`src/rtl/prog_seq_pkg.sv`:
```
// Shared types and helpers for the program sequencer.
package prog_seq_pkg;

   // Run-control states of the sequencer.
   typedef enum logic [1:0] {
      IDLE = 2'd0,
      LOAD = 2'd1,
      RUN  = 2'd2,
      HALT = 2'd3
   } seq_state_t;

   // Only three programs exist; selector value 3 is folded onto program 2.
   function automatic logic [1:0] map_sel(input logic [1:0] sel);
      logic [1:0] res;
      if (sel == 2'd3) begin
         res = 2'd2;
      end else begin
         res = sel;
      end
      return res;
   endfunction

   // Start address of the selected program. Bases are passed in so the
   // top-level parameters stay the single source of truth.
   function automatic logic [31:0] base_addr(input logic [1:0]  sel,
                                             input logic [31:0] b0,
                                             input logic [31:0] b1,
                                             input logic [31:0] b2);
      logic [31:0] res;
      case (sel)
         2'd0:    res = b0;
         2'd1:    res = b1;
         default: res = b2;
      endcase
      return res;
   endfunction

endpackage

```
`src/rtl/prog_sequencer_branch_resolve.sv`:
```
// Combinational branch priority for the RUN state:
// Halt (hold PC) > absolute jump > conditional relative jump > fall through.
module branch_resolve
   import prog_seq_pkg::*;
#(
   parameter int unsigned L = 10
) (
   input  logic         halt_i,
   input  logic         jump_abs_i,
   input  logic         jump_eq_i,
   input  logic         jump_ne_i,
   input  logic         zero_i,
   input  logic [L-1:0] pc_i,
   input  logic [L-1:0] jump_target_i,
   output logic         branch_abs_o,
   output logic         branch_rel_o,
   output logic [L-1:0] target_o
);

   logic cond_taken_s;

   // With both JumpEq and JumpNe set exactly one term is true, so it is always taken.
   assign cond_taken_s = (jump_eq_i & zero_i) | (jump_ne_i & ~zero_i);

   // Resolve decoder requests into at most one of absolute / relative load.
   always_comb begin
      branch_abs_o = 1'b0;
      branch_rel_o = 1'b0;
      target_o     = jump_target_i;
      if (halt_i) begin
         branch_abs_o = 1'b1;
         target_o     = pc_i;
      end else if (jump_abs_i) begin
         branch_abs_o = 1'b1;
      end else if (cond_taken_s) begin
         branch_rel_o = 1'b1;
      end else begin
         branch_abs_o = 1'b0;
         branch_rel_o = 1'b0;
      end
   end

endmodule

```
`src/rtl/prog_sequencer.sv`:
```
// Run-control FSM: parks the PC at the program base, launches a program,
// steers branches while running, freezes the PC on Halt and counts RUN cycles.
module prog_sequencer
   import prog_seq_pkg::*;
#(
   parameter int unsigned L     = 10,
   parameter int unsigned CW    = 16,
   parameter int unsigned BASE0 = 32'h000,
   parameter int unsigned BASE1 = 32'h100,
   parameter int unsigned BASE2 = 32'h200
) (
   input  logic          Clk,
   input  logic          Reset,
   input  logic          Start,
   input  logic [1:0]    ProgSel,
   input  logic [L-1:0]  Pc,
   input  logic          Halt,
   input  logic          JumpAbs,
   input  logic          JumpEq,
   input  logic          JumpNe,
   input  logic          ZeroFlag,
   input  logic [L-1:0]  JumpTarget,
   output logic          BranchAbs,
   output logic          BranchRel,
   output logic [L-1:0]  Target,
   output logic          Running,
   output logic          Done,
   output logic [CW-1:0] CycleCount
);

   seq_state_t    state_q;
   logic [1:0]    sel_q;
   logic [CW-1:0] cycle_q;
   logic [CW-1:0] cycle_d;
   logic          running_q;
   logic          done_q;

   logic [1:0]    sel_new_s;
   logic [L-1:0]  base_s;
   logic          rs_abs_s;
   logic          rs_rel_s;
   logic [L-1:0]  rs_tgt_s;

   branch_resolve #(.L(L)) u_branch_resolve (
      .halt_i        (Halt),
      .jump_abs_i    (JumpAbs),
      .jump_eq_i     (JumpEq),
      .jump_ne_i     (JumpNe),
      .zero_i        (ZeroFlag),
      .pc_i          (Pc),
      .jump_target_i (JumpTarget),
      .branch_abs_o  (rs_abs_s),
      .branch_rel_o  (rs_rel_s),
      .target_o      (rs_tgt_s)
   );

   // Program selection, parked base address and saturating counter increment.
   always_comb begin
      sel_new_s = map_sel(ProgSel);
      base_s    = L'(base_addr(sel_q, BASE0, BASE1, BASE2));
      if (&cycle_q) begin
         cycle_d = cycle_q;
      end else begin
         cycle_d = cycle_q + CW'(1'b1);
      end
   end

   // Sequencer FSM with registered status flags and cycle counter.
   always_ff @(posedge Clk) begin
      if (Reset) begin
         state_q   <= IDLE;
         sel_q     <= 2'd0;
         cycle_q   <= {CW{1'b0}};
         running_q <= 1'b0;
         done_q    <= 1'b0;
      end else begin
         case (state_q)
            IDLE: begin
               if (Start) begin
                  sel_q   <= sel_new_s;
                  cycle_q <= {CW{1'b0}};
                  state_q <= LOAD;
               end
            end
            LOAD: begin
               state_q   <= RUN;
               running_q <= 1'b1;
            end
            RUN: begin
               // The halting cycle itself still counts as a RUN cycle.
               cycle_q <= cycle_d;
               if (Halt) begin
                  state_q   <= HALT;
                  running_q <= 1'b0;
                  done_q    <= 1'b1;
               end
            end
            HALT: begin
               if (Start) begin
                  sel_q   <= sel_new_s;
                  cycle_q <= {CW{1'b0}};
                  done_q  <= 1'b0;
                  state_q <= LOAD;
               end
            end
            default: begin
               state_q   <= IDLE;
               running_q <= 1'b0;
               done_q    <= 1'b0;
            end
         endcase
      end
   end

   // PC steering: park at the base outside RUN, freeze in HALT, resolve jumps in RUN.
   always_comb begin
      BranchAbs = 1'b1;
      BranchRel = 1'b0;
      Target    = base_s;
      case (state_q)
         IDLE, LOAD: begin
            BranchAbs = 1'b1;
            Target    = base_s;
         end
         RUN: begin
            BranchAbs = rs_abs_s;
            BranchRel = rs_rel_s;
            Target    = rs_tgt_s;
         end
         HALT: begin
            BranchAbs = 1'b1;
            Target    = Pc;
         end
         default: begin
            BranchAbs = 1'b1;
            Target    = base_s;
         end
      endcase
   end

   assign Running    = running_q;
   assign Done       = done_q;
   assign CycleCount = cycle_q;

endmodule

```
`config.mk`:
```
export PLATFORM = sky130hd
export DESIGN_NAME = prog_sequencer
export DESIGN_NICKNAME = d
export VERILOG_FILES = /design/src/rtl/prog_seq_pkg.sv /design/src/rtl/prog_sequencer_branch_resolve.sv /design/src/rtl/prog_sequencer.sv
export SDC_FILE = /design/constraint.sdc
export NUM_CORES = 1
export LEC_CHECK = 0
export BUFFER_PORTS_ARGS = -buffer_cell sky130_fd_sc_hd__buf_4
export CORE_UTILIZATION = 50
export CTS_CLUSTER_DIAMETER = 200
export DETAILED_ROUTE_END_ITERATION = 7
export PLACE_DENSITY = 0.87
export SLEW_MARGIN = 20
export SYNTH_ARGS = -nofsm -noshare
export SYNTH_HDL_FRONTEND = slang
export SYNTH_SLANG_ARGS = --single-unit
export TNS_END_PERCENT = 5
```
`constraint.sdc`:
```
create_clock -name Clk -period 3.14 [get_ports Clk]
set_input_delay 0.314 -clock Clk [delete_from_list [all_inputs] [get_ports Clk]]
set_output_delay 0.314 -clock Clk [all_outputs]
set_load 0.01 [all_outputs]
```
* Yosys cells after proc, flatten, opt, wreduce, memory -nomap -nowiden
Index checks and enable logic that the tools add are counted.
** Cells by class
- Equality and inequality tests :: 9
- $add $sub $neg :: 1
- Mux-type cells :: 22
- Reductions and logical operators :: 14
- Bitwise logic cells :: 4
** Operators by type and width (number)
- $mux 16 :: 2
- $pmux 16 s2 :: 1
- $pmux 10 s3 :: 1
- $pmux 10 s2 :: 1
- $add 16x1->16 const B :: 1
- $reduce_and 16->1 :: 1
- $mux 10 :: 1
- $mux 1 :: 9
- $eq 2x2->1 const B :: 3
- $mux 2 :: 3
- $ne 2x2->1 const B :: 3
- $pmux 1 s2 :: 3
- $pmux 2 s3 :: 1
- $reduce_and 2->1 :: 3
- $reduce_and 3->1 :: 2
- $reduce_bool 2->1 :: 3
- $eq 2x1->1 const B :: 2
- $logic_not 2->1 :: 2
- $reduce_or 2->1 :: 2
- $reduce_or 3->1 :: 1
- $and 1x1->1 :: 2
- $ne 2x1->1 const B :: 1
- $not 1->1 :: 1
- $or 1x1->1 :: 1
** Storage, ports and cells
- Bits of input ports :: 30
- Word-level logic and storage cells :: 55
- Register bits :: 22
- Output and inout port bits :: 30

* Longest topological paths before layout
Gate-level depths: netlist of run 1.
- Word-level depth :: 7
- Gate-level depth with buffers :: 8
- Gate-level depth less buffers :: 6

* Cells and area by module
Synthesis of run 1 repeated with hierarchy kept, for this count alone.
** Unflattened totals
- Cell total of the unflattened synthesis :: 183
- Area, all modules :: 1545.2 um^2
** By module, submodules not included
- prog_sequencer :: sequential area each 440.4 um^2, cells an instance 169, area an instance 1363.8 um^2, times used 1
- branch_resolve :: sequential area each 0.0 um^2, cells an instance 14, area an instance 181.4 um^2, times used 1

* Worst setup path before layout of run 1
OpenSTA, ideal clock, no wires.
- Path type :: register -> register
- From :: register state_q[0]
- To :: register cycle_q[15], in the netlist CycleCount[15]
- Data arrival time :: 1970 ps
- Period minus slack after synthesis :: 2040 ps
- Cell stages (with the launch flop) :: 8
- Required time :: 3070 ps
- Library setup time :: 70 ps
- Path slack :: 1100 ps
- Path buffers :: 1
- Cells stage by stage :: dfxtp_1 > inv_1 > ha_1 > clkbuf_1 > nor2b_1 > a21oi_1 > or4_1 > a21oi_1
** Between the ends
- Cells in the longest elaborated chain, start to end :: 4
- Elaborated cells on any way between the ends :: 9
- Classes of those cells :: eq/ne: 4; mux: 1; reduce/logical: 4
** RTL lines
- start: declaration :: RTL line prog_sequencer.sv:31 : seq_state_t state_q;
- start signal: assignment :: RTL line prog_sequencer.sv:71 : state_q <= IDLE;
- start signal: assignment :: RTL line prog_sequencer.sv:82 : state_q <= LOAD;
- start signal: assignment :: RTL line prog_sequencer.sv:86 : state_q <= RUN;
- $eq 2x2->1 or $logic_not 2->1 (tied branches) :: RTL line prog_sequencer.sv:77 : case (state_q)
- $reduce_or 2->1 (no source line)
- $ne 2x1->1 (no source line) or $reduce_bool 2->1 (tied branches)
- $reduce_and 3->1 (no source line)
- end signal: assignment :: RTL line prog_sequencer.sv:73 : cycle_q <= {CW{1'b0}};
- end signal: assignment :: RTL line prog_sequencer.sv:81 : cycle_q <= {CW{1'b0}};
- end signal: assignment :: RTL line prog_sequencer.sv:91 : cycle_q <= cycle_d;
- end: declaration :: RTL line prog_sequencer.sv:33 : logic [CW-1:0] cycle_q;
Parallel ways exist; a longest one is shown, timed or not.
A chain may end at the register's enable or synchronous reset.

* Worst setup path in the final report of run 1
- From :: register state_q[0]
- To :: register cycle_q[10], in the netlist CycleCount[10]
The elaborated chain is that of the path after synthesis.

==> results.toml, run 1 <==
[route]
ant_nets = 0
routedWlPerCell_um = 16.20
avgViaCountPerCell = 6.360
drc = 20
vias = 1660
dr.pass1.iters = 7
first_iter_violations = 102
wirelength_um = 4227

[clocking]
clkTransAtPathRegs_ns = 0.12
ctsHoldBuffers = 0
post-cts-setup-buffers = 0
clock_latency_ns = 0.31
cts_buffers = 3
clockRootBuffer = "clkbuf_4"
cts.path.max_buffers = 2
htree_levels = 1
cts.repair.resized = 0
cts_tree = "yes"
cts.sinks = 22

[grt]
antenna_found_initial = 0
grt_pass1_vias = 1445
overflow = 0
grtUsageTotal = 0.2578
grt_max_degree = 22
grt_pass1_wl_um = 6624

[run]
maxCapViolCount = 0

[critical_path]
crit_fanout = 17
critical_path_class = "register to register"
r2r-start = "state_q[0]"
cp.required_ns = 3.35
critPathCaptureType = "register"
cp-start-kind = "register"
cp.arrival_ns = 2.74
cp-startpoint = "state_q[0]"

[yosys]
synth_area_leaders = "dfxtp_1 29%, mux2_2 8.3%, ha_1 5.0%, a21oi_1 4.7%, a22o_1 4.7%"
synth_ff_type = "dfxtp_1"
synth-seq-area-share = 0.2943
yosysTopAreaCell = "dfxtp_1"
synth_top_area_frac = 0.2943
yosysWarnings = 0
syn_inst = 177
synth_edf_count = 0
avgSynthCellArea_um2 = 8.454
async_flop_share = 0
syn_area_um2 = 1496
syn-num-nets = 213
synth_cell_type_count = 40
ys_seq_elements = 22

[timing]
hold_violations = 0
clock.fmax_mhz = 396.2
tightest_slew_ns = 0.6517
setup_violations = 0
clock_skew_ns = 0.007905
fin_crit_sh = 0.8039
fin_hold_ws_ns = 0.2603
min_period_ns = 2.524
fin_tns_setup_ns = 0
maxSlewHeadroom = 0.5655
grt_setup_unrepaired = "false"
slew_violations = 0

[outcome]
violations = "design-rule violations"
status = "finished with violations"

[place]
place_congestion = 0.8746
place_hpwl_um = 3140
portBuffers = 59

[final_layout]
fillers = 251
nets = 267
final_util = 0.7056
multi_input_area_um2 = 987.2
syn_to_final_growth_pct = 32.27
final_layout_size_suffix_gt1_frac = 0.3435
antenna_cells = 0
regArea_um2 = 440.4

[floorplanning]
dieArea_um2 = 3215
start_util = 0.5335
io_pins = 60
row_count = 19
coreArea_um2 = 2805
die_h_um = 56.71
die_w_um = 56.71

[power_and_ir_drop]
p_per_area_nw_per_um2 = 513.7
ir_worst_vdd_mv = 0.3218
p_leak_nw = 0.8203

[min_path]
hp-class = "input port to register"
min-delay-start = "ProgSel[1]"
-- path summary, 6_finish.rpt --
check / end / slack [ns] / cells after the start
worst min-delay path: sel_q[1] / 0.26 / 3
worst max register to register: CycleCount[10] / 0.62 / 6
worst max-delay path: CycleCount[10] / 0.62 / 6
worst min register to register: sel_q[1] / 0.48 / 2
-- critical path, cell delays in order (launching register included) --
cell	delay, ns
dfxtp_1	0.42
inv_1	0.08
ha_1	0.62
nor2b_1	0.23
a21oi_1	0.55
nor2_1	0.21
a221oi_1	0.32
-- cells by family (layout without fill, tap and decap cells) --
logic type | after synthesis | in the layout | share of synthesized area
adder cells (fa/ha/maj) | 6 | 6 | 0.05017
AND/OR/NAND/NOR | 61 | 61 | 0.2483
flip-flops | 22 | 22 | 0.2943
AO/OA/AOI/OAI | 58 | 58 | 0.2717
multiplexers | 12 | 12 | 0.08947
buffers and inverters | 18 | 71 | 0.04598
-- cell usage in the layout, fill, tap and decap left out, drive strengths merged, types with 3 or more instances in the layout --
| cell type | count |
|---|---|
| nand4 | 6 |
| nand2 | 10 |
| nor3b | 4 |
| nand3 | 5 |
| a22o | 8 |
| o31ai | 4 |
| a32o | 4 |
| nor2b | 3 |
| clkbuf | 4 |
| nor2 | 7 |
| a31oi | 5 |
| a211oi | 3 |
| mux2 | 11 |
| a21oi | 14 |
| o21ai | 7 |
| inv | 7 |
| ha | 6 |
| buf | 60 |
| dfxtp | 22 |
| nor3 | 6 |
| o211ai | 5 |
| or4 | 5 |
| and3 | 5 |
| nor4 | 4 |
-- sequential cells by signal, indices dropped and copies added (netlist names) --
register	count
state_q	2
CycleCount	16
Done	1
Running	1
sel_q	2
-- metal layers --
| metal | vias to the layer above | part of all wire | global-route usage |
|---|---|---|---|
| li1 | 801 | - | - |
| met1 | 751 | 0.36 | 0.3017 |
| met2 | 97 | 0.51 | 0.4745 |
| met3 | 11 | 0.11 | 0.04378 |
| met4 | 0 | 0.018 | 0.07500 |
| met5 | - | 0 | 0 |
-- power by group --
part | total [W] | switching, W | internal, W
Clock | 0.000156 | 0.0000856 | 0.0000708
Sequential | 0.000331 | 0.0000245 | 0.000307
Combinational | 0.000529 | 0.000307 | 0.000222
-- cell type report --
class                           instances  area share
Clock buffer                            4     0.01833
Inverter                                7     0.01327
Multi-Input combinational cell        137      0.4987
Sequential cell                        22      0.2225
Tap cell                               31     0.01960
Timing Repair Buffer                   60      0.2276
-- synthesized netlist by cell type, types with 6 or more instances --
cell type / n
a21oi_1: 14
a22o_1: 8
clkbuf_1: 9
dfxtp_1: 22
ha_1: 6
inv_1: 7
mux2_2: 11
nand2_1: 10
nor2_1: 7
nor3_1: 6
o21ai_0: 7
-- through the flow --
stage	cell area, µm²	instances	worst slack [ns]	power, W
2_1_floorplan	1496	177	1.100	0.0006742
3_3_place_gp	1943	257	0.7647	0.0008507
3_5_place_dp	1943	257	0.6577	0.0008646
4_1_cts	1979	261	0.6385	0.001017
5_1_grt	1979	261	0.4020	0.001092
6_report	1979	261	0.6159	0.001017
(Power assumes the default switching activity.)
==> inputs of run 2 (changes only) <==
--- a/config.mk
+++ b/config.mk
@@ -6,10 +6,10 @@
 export NUM_CORES = 1
 export LEC_CHECK = 0
 export BUFFER_PORTS_ARGS = -buffer_cell sky130_fd_sc_hd__buf_4
-export CORE_UTILIZATION = 50
+export CORE_UTILIZATION = 43
 export CTS_CLUSTER_DIAMETER = 200
 export DETAILED_ROUTE_END_ITERATION = 7
-export PLACE_DENSITY = 0.87
+export PLACE_DENSITY = 0.8
 export SLEW_MARGIN = 20
 export SYNTH_ARGS = -nofsm -noshare
 export SYNTH_HDL_FRONTEND = slang
==> constraint.sdc (replaced) <==
create_clock -name Clk -period 2.1 [get_ports Clk]
set_input_delay 0.21 -clock Clk [delete_from_list [all_inputs] [get_ports Clk]]
set_output_delay 0.21 -clock Clk [all_outputs]
set_load 0.01 [all_outputs]
==> run 2 against run 1 <==
  * The run now ends clean
  * Sequential share of layout area down 0.49 points
  * Global-route usage is 4.0 points lower
  * Critical path depth down 2
  * Clock skew increased by 0.00093 ns
  * Combinational power up 59%
  * Flip-flop and latch count did not move
  * Register-to-register slack got worse by 0.50 ns
  * Clock-buffer cell count fell by 1
  * Cell area up 2.5%
  * Power rose by 50%
  * Largest power group unchanged
  * Highest routed layer unchanged
==> results.toml, run 2 (synthesized netlist as in run 1, its figures left out) <==
[floorplanning]
die_w_um = 60.99
coreArea_um2 = 3337
dieArea_um2 = 3720
io_pins = 60
start_util = 0.4484
row_count = 21
die_h_um = 60.99

[route]
wirelength_um = 4042
avgViaCountPerCell = 5.854
vias = 1639
drc = 0
ant_nets = 0
routedWlPerCell_um = 14.44
dr.pass1.iters = 4
first_iter_violations = 93

[timing]
setup_violations = 0
min_period_ns = 1.989
maxSlewHeadroom = 0.6492
hold_violations = 0
grt_setup_unrepaired = "false"
clock_skew_ns = 0.008831
slew_violations = 0
fin_crit_sh = 0.9471
tightest_slew_ns = 0.5262
clock.fmax_mhz = 502.8
fin_tns_setup_ns = 0

[outcome]
status = "complete, no violations"

[critical_path]
critPathCaptureType = "register"
cpPeakStageDelay_ns = 0.58
crit_fanout = 8
cpLargestDelayFamily = "simple AND/OR/NAND/NOR gates"
cp-start-kind = "register"
cp_cell_sequence = "nand4_2 > or4_1 > or4_1 > a21oi_1"
crit_buf_inv = 0
cp.arrival_ns = 2.23
cp.required_ns = 2.34
cp_common_cell = "or4_1"
cp_slowest_cell = "or4_1"
critical_path_class = "register to register"

[clocking]
clkTransAtPathRegs_ns = 0.12
htree_levels = 1
clockRootBuffer = "clkbuf_4"
cts.path.max_buffers = 2
cts_buffers = 3
cts_tree = "yes"
cts.sinks = 22
post-cts-setup-buffers = 0
clock_latency_ns = 0.31

[grt]
grt_pass1_vias = 1349
grtUsageTotal = 0.2174
overflow = 0
grt_pass1_wl_um = 5982
antenna_found_initial = 0
grt_max_degree = 22

[final_layout]
nets = 272
final_util = 0.6082
most-common-layout-cells = "65 x buf_4, 21 x dfxtp_1, 14 x a21oi_1"
syn_to_final_growth_pct = 35.62
antenna_cells = 0
largest_reg_flops = 16
fillers = 315
layout_commonest_cell = "buf_4"
final_layout_size_suffix_gt1_frac = 0.3632

[min_path]
hp-class = "input port to register"

[power_and_ir_drop]
ir_worst_vdd_mv = 0.2720
p_leak_nw = 0.8405
p_per_area_nw_per_um2 = 751.3

[place]
place_congestion = 0.9085
place_hpwl_um = 3016
portBuffers = 59

[run]
maxCapViolCount = 0
run 2: changes by cell type in the layout (fill, tap and decap cells not counted):
cell      previous run  this run
nor4b_2              0         1
dfxtp_1             22        21
nor4b_1              1         0
dfxtp_2              0         1
buf_4               60        65
clkbuf_8             1         0
run 2: final cells by class:
type | count | area [µm²] | share of cell area
flip-flops and latches | 22 | 441.7 | 0.2176
repair buffers | 65 | 488.0 | 0.2404
clock buffers | 3 | 22.52 | 0.01110
well taps | 46 | 57.56 | 0.02836
inverters | 7 | 26.28 | 0.01295
multi-input cells | 137 | 993.5 | 0.4895
run 2: worst min-delay path, stage by stage:
cell and delay [ns]:
buf_4 0.12, nand3_1 0.06, a21oi_1 0.06
run 2: report_power, final:
| part | total, W | switching (W) | leakage (nW) | internal (W) |
|---|---|---|---|---|
| logic | 0.000841 | 0.000464 | 0.648 | 0.000376 |
| registers | 0.000499 | 0.0000380 | 0.178 | 0.000461 |
| clock network | 0.000185 | 0.000118 | 0.0138 | 0.0000670 |
| total | 0.00152 | 0.000621 | 0.840 | 0.000904 |
run 2: worst paths after layout:
kind,startpoint,endpoint,slack (ns),depth (start not counted)
min,ProgSel[1],sel_q[1],0.17,3
max,CycleCount[7],CycleCount[15],0.11,4
min reg2reg,Done,Done,0.48,2
max reg2reg,CycleCount[7],CycleCount[15],0.11,4
run 2: what timing repair did:
| item | CTS | global route |
|---|---|---|
| gates resized for setup | 0 | 2 |
| setup endpoints to repair | 0 | 2 |
| hold buffers | 0 | 0 |
run 2: per-stage QoR:
step                setup slack, ns  hold WS [ns]  power, W  area (µm²)  cells
floorplan                   0.06022        0.3575  0.001008        1496    177
global placement             0.2063        0.4561  0.001332        1999    277
detailed placement           0.1548        0.4715  0.001338        1999    277
CTS                         0.06087        0.1687  0.001529        2022    280
global route               0.009482        0.1801  0.001645        2029    280
finish                       0.1110        0.1735  0.001525        2029    280
run 2: per-layer routing:
| layer | vias up | wire length, µm | track usage |
|---|---|---|---|
| li1 | 805 | - | - |
| met1 | 756 | 1737 | 0.2818 |
| met2 | 74 | 1960 | 0.3642 |
| met3 | 4 | 306 | 0.02772 |
| met4 | 0 | 38 | 0.09091 |
| met5 | - | 0 | 0 |
